<file path="src/rtl/mod_arith_arb_pkg.sv">
`default_nettype none
// ============================================================================
// Module   : mod_arith_arb_pkg
// Brief    : Shared types and helpers for the mod-P arithmetic arbiter:
//            arbiter state encoding, id-width calculation, ctl id-field
//            insert/extract and round-robin index stepping.
// Revision : 1.0 - initial release
// ============================================================================
package mod_arith_arb_pkg;

  // Widest ctl word and id field the helpers handle; callers size-cast.
  localparam int c_ctl_max = 64;
  localparam int c_id_max  = 16;

  typedef enum logic [0:0] {
    ST_IDLE = 1'b0,
    ST_LOCK = 1'b1
  } arb_state_t;

  // Width of the requester index, never less than one bit.
  function automatic int id_bits(input int n);
    return (n > 2) ? $clog2(n) : 1;
  endfunction

  // Next index in a ring of n entries.
  function automatic int rr_next(input int idx, input int n);
    return (idx + 1 >= n) ? 0 : idx + 1;
  endfunction

  // Overwrite ctl[lsb +: bits] with the low bits of id.
  function automatic logic [c_ctl_max-1:0] ctl_set_id(
    input logic [c_ctl_max-1:0] ctl,
    input logic [c_id_max-1:0]  id,
    input int                   lsb,
    input int                   bits
  );
    logic [c_ctl_max-1:0] r;
    r = ctl;
    for (int i = 0; i < bits; i++) begin
      r[lsb+i] = id[i];
    end
    return r;
  endfunction

  // Extract ctl[lsb +: bits] as a zero-extended id.
  function automatic logic [c_id_max-1:0] ctl_get_id(
    input logic [c_ctl_max-1:0] ctl,
    input int                   lsb,
    input int                   bits
  );
    logic [c_id_max-1:0] r;
    r = '0;
    for (int i = 0; i < bits; i++) begin
      r[i] = ctl[lsb+i];
    end
    return r;
  endfunction

endpackage
`default_nettype wire

</file>
<file path="src/rtl/mod_arith_arb_rr_pick.sv">
`default_nettype none
// ============================================================================
// Module   : rr_pick
// Brief    : Combinational round-robin picker. Searches i_req starting at
//            the entry after i_last and reports the first one set.
// Revision : 1.0 - initial release
// ============================================================================
module rr_pick
  import mod_arith_arb_pkg::*;
#(
  parameter int NUM_REQ = 4,
  parameter int ID_BITS = id_bits(NUM_REQ)
) (
  input  logic [NUM_REQ-1:0] i_req,
  input  logic [ID_BITS-1:0] i_last,
  output logic               o_val,
  output logic [ID_BITS-1:0] o_idx
);

  // Walk the ring once from last+1; the first hit wins.
  always_comb begin
    int                 k;
    logic [ID_BITS-1:0] w_k;
    o_val = 1'b0;
    o_idx = '0;
    k     = int'(i_last);
    w_k   = '0;
    for (int n = 0; n < NUM_REQ; n++) begin
      k   = rr_next(k, NUM_REQ);
      w_k = ID_BITS'(k);
      if (!o_val && i_req[w_k]) begin
        o_val = 1'b1;
        o_idx = w_k;
      end
    end
  end

endmodule
`default_nettype wire

</file>
<file path="src/rtl/mod_arith_arb.sv">
`default_nettype none
// ============================================================================
// Module   : mod_arith_arb
// Brief    : Packet-level round-robin arbiter sharing one mod-P arithmetic
//            unit between NUM_REQ requesters. The granted requester index is
//            stamped into ctl[ID_LSB +: ID_BITS]; results are steered back
//            by decoding that field. Build option MOD_ARITH_ARB_STATS_EN adds
//            per-requester saturating packet counters on o_pkt_cnt.
// Revision : 1.0 - initial release
// ============================================================================
module mod_arith_arb
  import mod_arith_arb_pkg::*;
#(
  parameter int NUM_REQ  = 4,
  parameter int DAT_BITS = 128,
  parameter int RES_BITS = 64,
  parameter int CTL_BITS = 16,
  parameter int ID_LSB   = 8
) (
  input  logic                         i_clk,
  input  logic                         i_rst,
  input  logic [NUM_REQ-1:0]           i_req_val,
  input  logic [NUM_REQ-1:0]           i_req_sop,
  input  logic [NUM_REQ-1:0]           i_req_eop,
  input  logic [NUM_REQ*DAT_BITS-1:0]  i_req_dat,
  input  logic [NUM_REQ*CTL_BITS-1:0]  i_req_ctl,
  output logic [NUM_REQ-1:0]           o_req_rdy,
  output logic                         o_arb_val,
  output logic                         o_arb_sop,
  output logic                         o_arb_eop,
  output logic [DAT_BITS-1:0]          o_arb_dat,
  output logic [CTL_BITS-1:0]          o_arb_ctl,
  input  logic                         i_arb_rdy,
  input  logic                         i_res_val,
  input  logic                         i_res_sop,
  input  logic                         i_res_eop,
  input  logic [RES_BITS-1:0]          i_res_dat,
  input  logic [CTL_BITS-1:0]          i_res_ctl,
  output logic                         o_res_rdy,
  output logic [NUM_REQ-1:0]           o_rsp_val,
  output logic [NUM_REQ-1:0]           o_rsp_sop,
  output logic [NUM_REQ-1:0]           o_rsp_eop,
  output logic [NUM_REQ*RES_BITS-1:0]  o_rsp_dat,
  output logic [NUM_REQ*CTL_BITS-1:0]  o_rsp_ctl,
  input  logic [NUM_REQ-1:0]           i_rsp_rdy
`ifdef MOD_ARITH_ARB_STATS_EN
  ,
  output logic [NUM_REQ*16-1:0]        o_pkt_cnt
`endif
);

  localparam int ID_BITS = id_bits(NUM_REQ);

  arb_state_t          r_state;
  logic [ID_BITS-1:0]  r_gnt;
  logic [ID_BITS-1:0]  r_last;
  logic                w_pick_val;
  logic [ID_BITS-1:0]  w_pick_idx;
  logic                w_gnt_rdy;
  logic                w_acc;
  logic [CTL_BITS-1:0] w_gnt_ctl;
  logic [ID_BITS-1:0]  w_res_id;

  rr_pick #(
    .NUM_REQ (NUM_REQ),
    .ID_BITS (ID_BITS)
  ) u_rr_pick (
    .i_req  (i_req_val),
    .i_last (r_last),
    .o_val  (w_pick_val),
    .o_idx  (w_pick_idx)
  );

  // The output slot is free when empty or being drained this cycle.
  assign w_gnt_rdy = ~o_arb_val | i_arb_rdy;
  assign w_acc     = (r_state == ST_LOCK) & i_req_val[r_gnt] & w_gnt_rdy;
  assign w_gnt_ctl = CTL_BITS'(ctl_set_id(
                       c_ctl_max'(i_req_ctl[int'(r_gnt)*CTL_BITS +: CTL_BITS]),
                       c_id_max'(r_gnt), ID_LSB, ID_BITS));

  // Only the granted requester sees ready, and never during reset.
  always_comb begin
    o_req_rdy = '0;
    if (r_state == ST_LOCK && !i_rst) begin
      o_req_rdy[r_gnt] = w_gnt_rdy;
    end
  end

  // Grant FSM and the registered output stage toward the shared unit.
  always_ff @(posedge i_clk or posedge i_rst) begin
    if (i_rst) begin
      r_state   <= ST_IDLE;
      r_gnt     <= '0;
      r_last    <= ID_BITS'(NUM_REQ - 1);
      o_arb_val <= 1'b0;
      o_arb_sop <= 1'b0;
      o_arb_eop <= 1'b0;
      o_arb_dat <= '0;
      o_arb_ctl <= '0;
    end else begin
      if (i_arb_rdy) begin
        o_arb_val <= 1'b0;
      end
      case (r_state)
        ST_IDLE: begin
          if (w_pick_val) begin
            r_gnt   <= w_pick_idx;
            r_state <= ST_LOCK;
          end
        end
        ST_LOCK: begin
          if (w_acc) begin
            o_arb_val <= 1'b1;
            o_arb_sop <= i_req_sop[r_gnt];
            o_arb_eop <= i_req_eop[r_gnt];
            o_arb_dat <= i_req_dat[int'(r_gnt)*DAT_BITS +: DAT_BITS];
            o_arb_ctl <= w_gnt_ctl;
            if (i_req_eop[r_gnt]) begin
              r_last  <= r_gnt;
              r_state <= ST_IDLE;
            end
          end
        end
        default: r_state <= ST_IDLE;
      endcase
    end
  end

  // Result steering: decode the id field; ids past NUM_REQ are dropped.
  assign w_res_id = ID_BITS'(ctl_get_id(c_ctl_max'(i_res_ctl), ID_LSB, ID_BITS));

  // Route valid/ready to the addressed requester only.
  always_comb begin
    o_rsp_val = '0;
    o_res_rdy = 1'b1;
    if (int'(w_res_id) < NUM_REQ) begin
      o_rsp_val[w_res_id] = i_res_val;
      o_res_rdy           = i_rsp_rdy[w_res_id];
    end
  end

  assign o_rsp_sop = {NUM_REQ{i_res_sop}};
  assign o_rsp_eop = {NUM_REQ{i_res_eop}};
  assign o_rsp_dat = {NUM_REQ{i_res_dat}};
  assign o_rsp_ctl = {NUM_REQ{i_res_ctl}};

`ifdef MOD_ARITH_ARB_STATS_EN
  logic [15:0] r_pkt_cnt [NUM_REQ];

  // Count accepted eop words per requester, saturating at all-ones.
  always_ff @(posedge i_clk or posedge i_rst) begin
    if (i_rst) begin
      for (int i = 0; i < NUM_REQ; i++) begin
        r_pkt_cnt[i] <= '0;
      end
    end else if (w_acc && i_req_eop[r_gnt] && r_pkt_cnt[r_gnt] != 16'hFFFF) begin
      r_pkt_cnt[r_gnt] <= r_pkt_cnt[r_gnt] + 16'd1;
    end
  end

  for (genvar g = 0; g < NUM_REQ; g++) begin : g_pkt_cnt
    assign o_pkt_cnt[g*16 +: 16] = r_pkt_cnt[g];
  end
`endif

endmodule
`default_nettype wire

</file>
<file path="config.mk">
export PLATFORM = sky130hd
export DESIGN_NAME = mod_arith_arb
export DESIGN_NICKNAME = d
export VERILOG_FILES = /design/src/rtl/mod_arith_arb_pkg.sv /design/src/rtl/mod_arith_arb_rr_pick.sv /design/src/rtl/mod_arith_arb.sv
export SDC_FILE = /design/constraint.sdc
export NUM_CORES = 1
export LEC_CHECK = 0
export CAP_MARGIN = 15
export CORE_AREA = 5 5 452 454
export CTS_CLUSTER_DIAMETER = 150
export CTS_CLUSTER_SIZE = 40
export DETAILED_ROUTE_END_ITERATION = 8
export DIE_AREA = 0 0 457 459
export GPL_ROUTABILITY_DRIVEN = 0
export PLACE_DENSITY = 0.3
export SYNTH_ARGS = -nofsm -noshare
export SYNTH_HDL_FRONTEND = slang
export SYNTH_SLANG_ARGS = --single-unit
</file>
<file path="constraint.sdc">
create_clock -name i_clk -period 5.6 [get_ports i_clk]
set_clock_uncertainty 0.2 [all_clocks]
set_input_delay 1.4 -clock i_clk [delete_from_list [all_inputs] [get_ports i_clk]]
set_output_delay 1.4 -clock i_clk [all_outputs]
set_load 0.02 [all_outputs]
</file>
==> flow_results.org, run 1 <==
** Yosys
- In the synthesized netlist, the number of instances is 900.
- Share of the synthesized area in the top cell type :: 31.4%
- After synthesis, the netlist uses 41 different library cells.
- Simple logic cell fraction of the synthesized area :: 1.53%
- Sequential cells were found to cover 31.9% of the synthesized design area.
- Multiplexer area fraction after synthesis :: 41.8%
- Counting instances in the post-synthesis netlist gives the leading cell types as buf_4, dfrtp_1, mux4_2, mux2_2, buf_2.
- Area leader, netlist :: dfrtp_1
- Post-synthesis compound-gate area fraction :: 1.32%
- For this run, the leading register cell type out of synthesis is dfrtp_1.
- Summing every instance area after synthesis gives 0.0119 mm2.
- Share of synthesized flip-flops with an asynchronous set or reset :: 100%
- Synthesized-area fraction occupied by xor and xnor cells :: 0%
- Synth top area cells :: dfrtp_1, mux4_2, buf_4, mux2_2, mux2_1
- Area share of fa/ha/maj cells after synthesis :: 0.524%
- The synthesized design contains 152 register bits.
- Count of warnings emitted by yosys :: 0
- Syn_area_per_cell :: 13.3 um2
- Yosys instantiated no cell more often than buf_4.
- Post-Synthesis Net Count :: 1583
- After synthesis, the largest family of logic cells by area is multiplexers.
- Counting flops with a built-in enable in the synthesized netlist gives 0.

** Timing
- At the pin with the least slew margin, the transition time is 0.983 ns.
- Max Clock Freq :: 0.203 GHz
- Of the available clock period, the critical path in the final layout requires 88.1%.
- The clock period could shrink to 4.93 ns.
- Post-Route Setup TNS :: 0 ns
- The final max-slew violation count came to 0.
- Setup repair after global routing left no endpoint under its margin.
- In this run the tightest slew margin relative to its limit is 34.5%.
- Final Setup Violations :: 0
- The final hold violation count is 0.
- Final hold analysis gives a worst-case slack of 0.297 ns.

** Clocking
- After clock tree synthesis, the clock-pin slew on the worst setup and hold paths is 0.08 ns.
- Hold repair after CTS inserted 0 buffers.
- After clock tree synthesis, the setup repair step added 0 buffers.
- TritonCTS built the clock tree.
- Once the clock tree was built, the resizer swapped 0 gates to a different size.
- CTS built an H-tree with a depth of 4.
- No sink is reached through more buffers than the 2 on the longest clock path.
- CTS Sinks :: 152
- TritonCTS Buffers :: 17
- Cell at the root of the clock tree :: clkbuf_16
- Worst-Skew Late Latency :: 0.53 ns

** GRT
- Met3 layer usage reported by global route :: 4.35%
- Entering global routing, the biggest net connects 76 pins.
- In the global route stage, met2 resource usage came out at 14.4%.
- Antenna violations before repair :: 13
- Global-route met1 utilization :: 7.26%
- After global routing the overflow that remains totals 0.
- The layer flagged by global routing as most heavily used is met2.
- The first global-routing pass estimated 108000 um of wire.
- Overall fraction of global-route tracks in use :: 7.83%
- The via count of the first global-routing pass came to 10300.

** Die
- In this run the vertical extent of the chip is 459 um.
- Once the floorplan was initialized, standard cells occupied 6.00% of the core.
- Row generation in the floorplan step produced 164 rows.
- The die covers 0.210 mm2.
- The floorplan step set the die width to 457 um.
- Core region area :: 0.199 mm2
- In this run the count of I/O pins placed on the die edge is 1162.

** Cells and area
- Utilization of the core after routing :: 10.6%
- Relative to the synthesized area, the layout overhead comes to 76.3%.
- The finished layout holds 3984 standard cells, fillers aside.
- Post-layout nets :: 1996
- Layout cell share with drive strength beyond 1 :: 25.7%

** Routing
- For this run, the detailed router's first-pass iteration total came to 4.
- The count of nets left with antenna violations once routing finished came out at 0.
- The routed design has 84700 um of wire.
- Vias after detailed routing :: 9132
- Post-detailed-route wirelength per cell :: 21.2 um
- Detailed-route DRC error count :: 0
- DRC violation total after the first TritonRoute iteration :: 355
- After detailed routing, the number of vias per cell comes to 2.29.

** Place
- Counting tap cells, the placed design contains a total of 3950 instances.
- Port Buffers :: 753
- DP Wirelength :: 72600 um

** Worst hold path
- The worst hold path begins at o_arb_dat[105]$_DFFE_PP0P_.
- Worst min-delay path endpoint :: o_arb_dat[105]$_DFFE_PP0P_
- Worst hold path class :: flip-flop to flip-flop
- Counting instances, the worst hold path has a depth of 1.

** Power
- For this design the static power due to leakage is 6.94 nW.
- Power per standard cell area :: 468 mW/mm2
- Maximum vdd ir drop :: 0.271 mV
- Final total power :: 9.86 mW

** Setup path
- Kind of capture point of the worst setup path :: primary output
- Setup slack of the most critical reg-to-reg path :: 2.23 ns
- Destination of the worst register-to-register timing path :: o_arb_dat[97]$_DFFE_PP0P_
- The critical path is of the primary input to primary output type.
- Data on the critical path is required at its endpoint by 4.00 ns.
- Worst reg2reg path depth :: 4
- Data arrival time at the worst-slack endpoint :: 3.33 ns
- Startpoint class of the critical path :: primary input
- In this run the worst path has a maximum fanout of 3.
- Reg-to-reg critical path startpoint :: r_gnt[0]$_DFFE_PP0P_

** Run
- The tool flagged a number of max-cap violations equal to 0.

** Status
- Status :: completed
==> layout by cell type (no fill, tap or decap), types with 2 or more instances in the layout <==
cell             instances
a21oi_1                  3
a41o_1                   2
and3_1                   2
buf_12                   8
buf_4                   15
bufinv_16                4
clkbuf_16               17
clkdlybuf4s50_1        753
clkinv_8                 2
dfrtp_1                148
dfrtp_4                  2
dfstp_2                  2
diode_2                  2
ha_1                     5
inv_1                    5
inv_6                    5
inv_8                    3
mux2_1                  17
mux2_2                 132
mux4_2                 147
nand2_1                 13
nand2b_1                 3
nand4_1                  2
nor2_1                   6
o21ai_0                  5
o21bai_1                 3
==> state kept, by name, indices dropped and copies added, names as in the netlist <==
| name | cells |
|---|---|
| o_arb_eop | 1 |
| o_arb_val | 1 |
| o_arb_ctl | 16 |
| r_last | 2 |
| o_arb_sop | 1 |
| o_arb_dat | 128 |
| r_state | 1 |
| r_gnt | 2 |
==> per-stage QoR <==
step | instance area, um2 | worst slack [ns]
after floorplan | 11900 | 1.78
after global placement | 20400 | 0.527
after detailed placement | 20400 | 0.534
after CTS | 21100 | 0.533
after global routing | 21100 | 0.483
final | 21100 | 0.666
==> report_power, final <==
| part | switching [mW] | leakage [nW] | internal [mW] |
|---|---|---|---|
| Clock | 0.681 | 0.328 | 0.782 |
| Combinational | 3.10 | 4.84 | 3.18 |
| Sequential | 0.427 | 1.78 | 1.70 |
==> cell type report <==
cell class                 count  area, um2
multi-input combinational    360       5410
antenna                        2       5.00
inverter                       6       26.3
sequential                   152       3810
fill                       22700     178000
timing repair buffer         776       7810
clock inverter                14        230
clock buffer                  18        439
tap                         2656       3320
==> how the worst max path moves through the flow <==
stage,slack (ns),startpoint,to
after floorplan,1.78,i_arb_rdy,o_req_rdy[0]
after global placement,0.53,i_arb_rdy,o_req_rdy[2]
after detailed placement,0.53,i_arb_rdy,o_req_rdy[3]
after CTS,0.53,i_arb_rdy,o_req_rdy[3]
after global routing,0.48,i_arb_rdy,o_req_rdy[1]
final,0.67,i_arb_rdy,o_req_rdy[3]
==> per-layer routing <==
metal | routed length [um] | vias to the layer above
met3 | 9900 | 132
met5 | 0 | -
li1 | - | 3820
met4 | 2660 | 0
met2 | 44800 | 619
met1 | 27300 | 4561
==> critical path, cell delays in order <==
cell             delay [ns]
clkdlybuf4s50_1        0.45
nand2b_1               0.18
nand2_1                0.10
nor2_1                 0.36
and3_1                 0.23
clkdlybuf4s50_1        0.61
==> kinds of logic (layout without fill, tap and decap cells) <==
family / Yosys count / in the layout
buf+inv: 388 / 814
mux: 297 / 297
flops: 152 / 152
simple gates: 36 / 36
compound gates: 22 / 22
fa+ha+maj: 5 / 5
other cells: 0 / 2
Note: power is estimated with default switching activity, not from simulation.
==> inputs of run 2 (changes only) <==
--- a/config.mk
+++ b/config.mk
@@ -16,3 +16,4 @@
 export SYNTH_ARGS = -nofsm -noshare
 export SYNTH_HDL_FRONTEND = slang
 export SYNTH_SLANG_ARGS = --single-unit
+export TNS_END_PERCENT = 100
==> constraint.sdc (replaced) <==
create_clock -name i_clk -period 4.5 [get_ports i_clk]
set_clock_uncertainty 0.2 [all_clocks]
set_input_delay 1.125 -clock i_clk [delete_from_list [all_inputs] [get_ports i_clk]]
set_output_delay 1.125 -clock i_clk [all_outputs]
set_load 0.02 [all_outputs]
==> run 2 against run 1 <==
  * Count of clock-buffer cells in the layout did not move
  * Flip-flop and latch count did not move
  * Worst setup slack got worse by 0.44 ns
  * Cell area fell by 0.66%
  * Sequential power rose by 21%
  * Hold slack got worse by 0.0028 ns
  * Total power rose by 21%
  * Register-to-register slack got worse by 0.76 ns
  * Wire length fell by 0.97%
  * Die area did not move
  * Via count fell by 0.59%
==> flow_results.org, run 2 (synthesis gave the netlist of run 1 again) <==
** Worst hold path
- The worst hold path belongs to the class flip-flop to flip-flop.
- Hold path start :: o_arb_dat[81]$_DFFE_PP0P_

** GRT
- Largest net degree at the start of global routing :: 100
- Global routing used 7.77% of the available tracks.
- Number of global-route vias before repair :: 10400
- The initial antenna violation count is 15.
- The first global-routing pass estimated 108000 um of wire.
- Total overflow reported by the global router :: 0

** Die
- In this run the vertical extent of the chip is 459 um.
- Initial core utilization :: 6.00%
- The floorplan step defined a die boundary enclosing 0.210 mm2.
- Cell Rows :: 164
- The core region is 0.199 mm2.
- 1162 I/O pins were placed.
- Horiz. Die Dim :: 457 um

** Clocking
- Clock tree synthesis selected as its root buffer the cell clkbuf_16.
- At the later pin of the worst-skew pair, clock insertion delay measures 0.51 ns.
- The number of clock buffers added by TritonCTS is 17.
- CTS built an H-tree with a depth of 4.
- Clk slew on worst S/H paths :: 0.07 ns
- For this design, the sink count on the clock tree is 152.
- Setup fix buffers added after clock tree synthesis :: 0
- Number of buffers on the longest clock path :: 2
- TritonCTS built the clock tree.

** Timing
- Final Setup Violations :: 0
- Setup slack closes at 0.222 ns.
- Max Clock Freq :: 0.234 GHz
- The final max-slew violation count came to 0.
- Max transition margin :: 40.3%
- Setup repair after global routing left no endpoint under its margin.
- The worst path uses 95.1% of the clock period.
- Final-report hold violation count :: 0
- Counting I/O delays and the setup requirement, the final critical path takes 4.28 ns.
- Tightest Pin Transition :: 0.895 ns

** Cells and area
- Post-layout nets :: 1993
- Largest registers ranked by flip-flop count :: o_arb_dat: 128 flops, o_arb_ctl: 16 flops
- Area growth from synthesis to layout :: 75.2%
- Top register by number of flip-flops :: o_arb_dat
- Layout cell share with drive strength beyond 1 :: 25.5%
- Most common cell after layout, fill and taps aside :: clkdlybuf4s50_1
- Commonest non-fill, non-tap cells in the layout :: clkdlybuf4s50_1, dfrtp_1, mux4_2
- Flip-flop count of the largest register, all copies and words added :: 128

** Routing
- DRC violation total after the first TritonRoute iteration :: 338
- After detailed routing, the number of remaining DRC violations is 0.
- Post-detailed-route wirelength per cell :: 21.0 um
- Iteration count of the initial detailed-routing pass :: 4
- For this block, the routed nets add up to 83800 um of wire.
- For this block, the via count after detailed routing is 9078.
- Via-per-instance ratio :: 2.28
- In this run the remaining antenna-violating nets after routing total 0.

** Power
- IR analysis of the VDD net gives a maximum drop of 0.252 mV.
- In this run the power density over the cells is 570 mW/mm2.
- For this design the static power due to leakage is 6.86 nW.
- After layout, the design draws a total of 11.9 mW.

** Place
- Port buffering added 753 buffers.
- DP Wirelength :: 72100 um
- Before CTS, the worst setup slack after placement is 0.00840 ns.

** Setup path
- Crit Path Class :: primary input to primary output
- STA classifies the critical path endpoint as a primary output.
- Critical Path Start :: i_arb_rdy
- Startpoint class of the critical path :: primary input
- STA puts the critical path data required time at 3.17 ns.
- Data arrival time at the worst-slack endpoint :: 2.95 ns
- In this run the worst path has a maximum fanout of 3.
- In this run the critical register-to-register path is launched from r_gnt[0]$_DFFE_PP0P_.

** Status
- Status :: completed

** Run
- Max-cap violations in this run came to 0.
==> run 2: cell count changes in the layout (fill, tap and decap cells not counted), moves of 2 or more <==
cell	delta
inv_8	-2
bufinv_16	-3
clkinv_2	+2
buf_12	-2
diode_2	+2
clkinvlp_4	+4
==> run 2: critical path: stages <==
cell and delay (ns):
clkdlybuf4s50_1 0.52, nand2b_1 0.14, nand2_1 0.09, nor2_2 0.16, buf_4 0.15, nand2_1 0.05
nor2_1 0.10, clkdlybuf4s50_1 0.62
==> run 2: what timing repair did <==
item,4_1_cts,5_1_grt
hold buffers,0,0
hold endpoints to repair,0,0
gates resized for setup,0,1
setup endpoints to repair,0,2
==> run 2: metrics by stage <==
step | TNS, ns | instances | hold slack (ns) | utilization (%) | cell area, um2
floorplan | 0 | 900 | 0.306 | - | 11900
global placement | -0.0911 | 3947 | 0.275 | 10.2 | 20300
detailed placement | 0 | 3947 | 0.281 | 10.2 | 20300
CTS | 0 | 3979 | 0.300 | 10.5 | 20900
global route | 0 | 3980 | 0.302 | 10.5 | 20900
finish | 0 | 3983 | 0.294 | 10.5 | 20900
==> run 2: metal layers <==
layer	vias up	global-route usage, %	wire length [um]
met1	4518	6.98	26400
li1	3827	-	-
met3	127	4.73	10600
met4	0	3.19	3170
met2	606	14.0	43700
met5	-	0	0
==> run 2: final timing paths <==
check	endpoint	slack (ns)	depth (start not counted)
max	o_req_rdy[2]	0.22	8
min	o_arb_dat[81]$_DFFE_PP0P_	0.29	1
max reg2reg	o_arb_dat[124]$_DFFE_PP0P_	1.47	5
min reg2reg	o_arb_dat[81]$_DFFE_PP0P_	0.29	1
max in group asynchronous	o_arb_dat[25]$_DFFE_PP0P_	2.33	3
min in group asynchronous	o_arb_dat[79]$_DFFE_PP0P_	0.97	3
==> run 2: final cells by class <==
cell class | count | area [um2]
well taps | 2656 | 3320
repair buffers | 773 | 7760
diodes | 4 | 10.0
multi-input cells | 360 | 5420
flip-flops and latches | 152 | 3810
fillers | 22700 | 178000
inverters | 6 | 26.3
clock inverters | 14 | 141
clock buffers | 18 | 429
==> run 2: power breakdown <==
part / total [mW] / leakage, nW / internal, mW / switching (mW)
Sequential: 2.57 / 1.78 / 2.12 / 0.458
Combinational: 7.78 / 4.81 / 3.91 / 3.87
Clock: 1.57 / 0.268 / 0.773 / 0.800
==> patch: new RTL, config.mk and constraints of run 1 <==
The option `MOD_ARITH_ARB_STATS_EN` is turned on by a define.
--- a/src/rtl/mod_arith_arb.sv
+++ b/src/rtl/mod_arith_arb.sv
@@ -8,6 +8,8 @@
 //            per-requester saturating packet counters on o_pkt_cnt.
 // Revision : 1.0 - initial release
 // ============================================================================
+`define MOD_ARITH_ARB_STATS_EN
+
 module mod_arith_arb
   import mod_arith_arb_pkg::*;
 #(
Function (old outputs only; new: o_pkt_cnt): kept (Yosys induction, for registers that start in step).
==> patch against run 1 <==
  * Setup slack better by 0.054 ns
  * Via count is 25% higher
  * Cell area is 17% higher
  * Synthesized area is 25% higher
  * Wire length is 22% higher
  * Clock power is 11% higher
  * Sequential cell count is 64 higher
  * Fmax is 1.1% higher
  * Cell count is 8.0% higher
  * Total power is 12% higher
  * Hold slack worse by 0.0061 ns
==> patch: results (changes against run 1) <==
The initial antenna violation count came out at 53 (was 13). The area growth from synthesis to final layout came out at 64.63% (was 76.32%). Top post-synthesis cells by area: dfrtp_1 36%, mux4_2 24%, buf_4 17% (was dfrtp_1 31%, mux4_2 28%, buf_4 21%). The maximum number of pins on one net before global-route repair is 90 (was 76). The number of DRC violations after detailed-routing iteration 0 is 525 (was 355). The count of unique library cells instantiated by Yosys is 45 (was 41). The wire length per cell after detailed routing is 24.03 µm (was 21.25 µm).

The total number of nets in the final design came to 2,309 (was 1,996). The via count of the first global-routing pass came to 12,890 (was 10,320). The H-tree depth reported by CTS came out at 1 (was 4). The number of vias per cell was 2.662 (was 2.292). The count of vias placed by the detailed router is 11,460 (was 9,132).

The number of placed cells counting well taps came out at 4,261 (was 3,950). The maximum buffer depth of the clock tree came out at 3 (was 2). The worst reg2reg path depth is 7 (was 4). The global-route wire length before repair is 132,000 µm (was 108,500 µm). The share of cells above drive strength 1 came out at 22.97% (was 25.72%). The total nets after synthesis is 1,849 (was 1,583).

The synthesized netlist cell count was 1,165 (was 900). The start point of the worst hold path is o_arb_eop$_DFFE_PP0P_ (was o_arb_dat[105]$_DFFE_PP0P_). The number of detailed-routing iterations run before antenna repair is 5 (was 4). The static power due to leakage came out at 8.384 nW (was 6.942 nW). The number of instances on the worst hold path is 2 (was 1).

The standard cell area after detailed placement is 23,890 µm² (was 20,390 µm²). The total of buffers placed on input and output ports is 817 (was 753). The number of clock buffers inserted by TritonCTS came out at 18 (was 17). The worst stage delay on the critical path is 0.67 ns (was 0.61 ns). The largest voltage drop on the vdd net came out at 0.2654 mV (was 0.2712 mV).

The clock latency on the worst-skew pair is 0.62 ns (was 0.53 ns). Run status: finished, final reports clean (unchanged). The worst endpoint data arrival time is 3.28 ns (was 3.33 ns). The clock-pin slew of the registers on the worst-case setup and hold paths came out at 0.10 ns (was 0.08 ns). The largest fanout on the critical path is 4 (was 3).

The half-perimeter wire length of the detailed placement result is 88,670 µm (was 72,650 µm). The sequential element share of the synthesized area is 36.16% (was 31.86%).
## patch: stage by stage
step / hold WS (ns) / setup slack, ns
2_1_floorplan: 0.3243 / -1.238
3_3_place_gp: 0.2682 / 0.8138
3_5_place_dp: 0.2697 / 0.7707
4_1_cts: 0.2973 / 0.7602
5_1_grt: 0.3259 / 0.6877
6_report: 0.2905 / 0.7199
## patch: kinds of logic (layout without fill, tap and decap cells)
kind of cell / after synthesis / count (layout) / share of synthesized area (%)
simple gates: 126 / 126 / 3.798
mux: 326 / 326 / 36.87
fa+ha+maj: 6 / 6 / 0.5019
xor+xnor: 14 / 14 / 0.8198
buf+inv: 401 / 873 / 19.07
other cells: 0 / 11 / 0
flops: 216 / 216 / 36.16
compound gates: 76 / 76 / 2.786
## patch: tightest hold or removal path, cell delays in order, from the launching register on
cell and delay [ns]:
dfrtp_1 0.36, nand2_1 0.05, nand2_1 0.05
## patch: power by group
part / leakage (nW) / switching [mW] / internal (mW) / total [mW]
Combinational: 5.39 / 3.38 / 3.37 / 6.75
Clock: 0.333 / 0.877 / 0.745 / 1.62
Sequential: 2.66 / 0.485 / 2.20 / 2.68
Total: 8.38 / 4.75 / 6.31 / 11.1
## patch: path summary, 6_finish.rpt
kind | to | slack (ns)
max | o_req_rdy[2] | 0.72
min | o_arb_eop$_DFFE_PP0P_ | 0.29
max reg2reg | o_pkt_cnt[17]$_DFFE_PP0P_ | 1.60
min reg2reg | o_arb_eop$_DFFE_PP0P_ | 0.29
max in group asynchronous | r_gnt[1]$_DFFE_PP0P_ | 1.85
min in group asynchronous | o_arb_dat[66]$_DFFE_PP0P_ | 1.26
## patch: area by class of cell
type                    instances  share of cell area [%]
clock inverters                11                  0.8791
diodes                         11                  0.1118
well taps                    2656                   13.50
repair buffers                837                   34.08
flip-flops and latches        216                   21.99
multi-input cells             548                   27.37
clock buffers                  21                   2.002
inverters                       4                 0.07622
## patch: routing by layer
layer	GRT usage (%)	wire length, µm	share of wire (%)
met5	0.2941	227	0.22
met4	2.422	3021	2.9
met1	10.06	36740	36
met3	4.432	11730	11
met2	16.53	51710	50
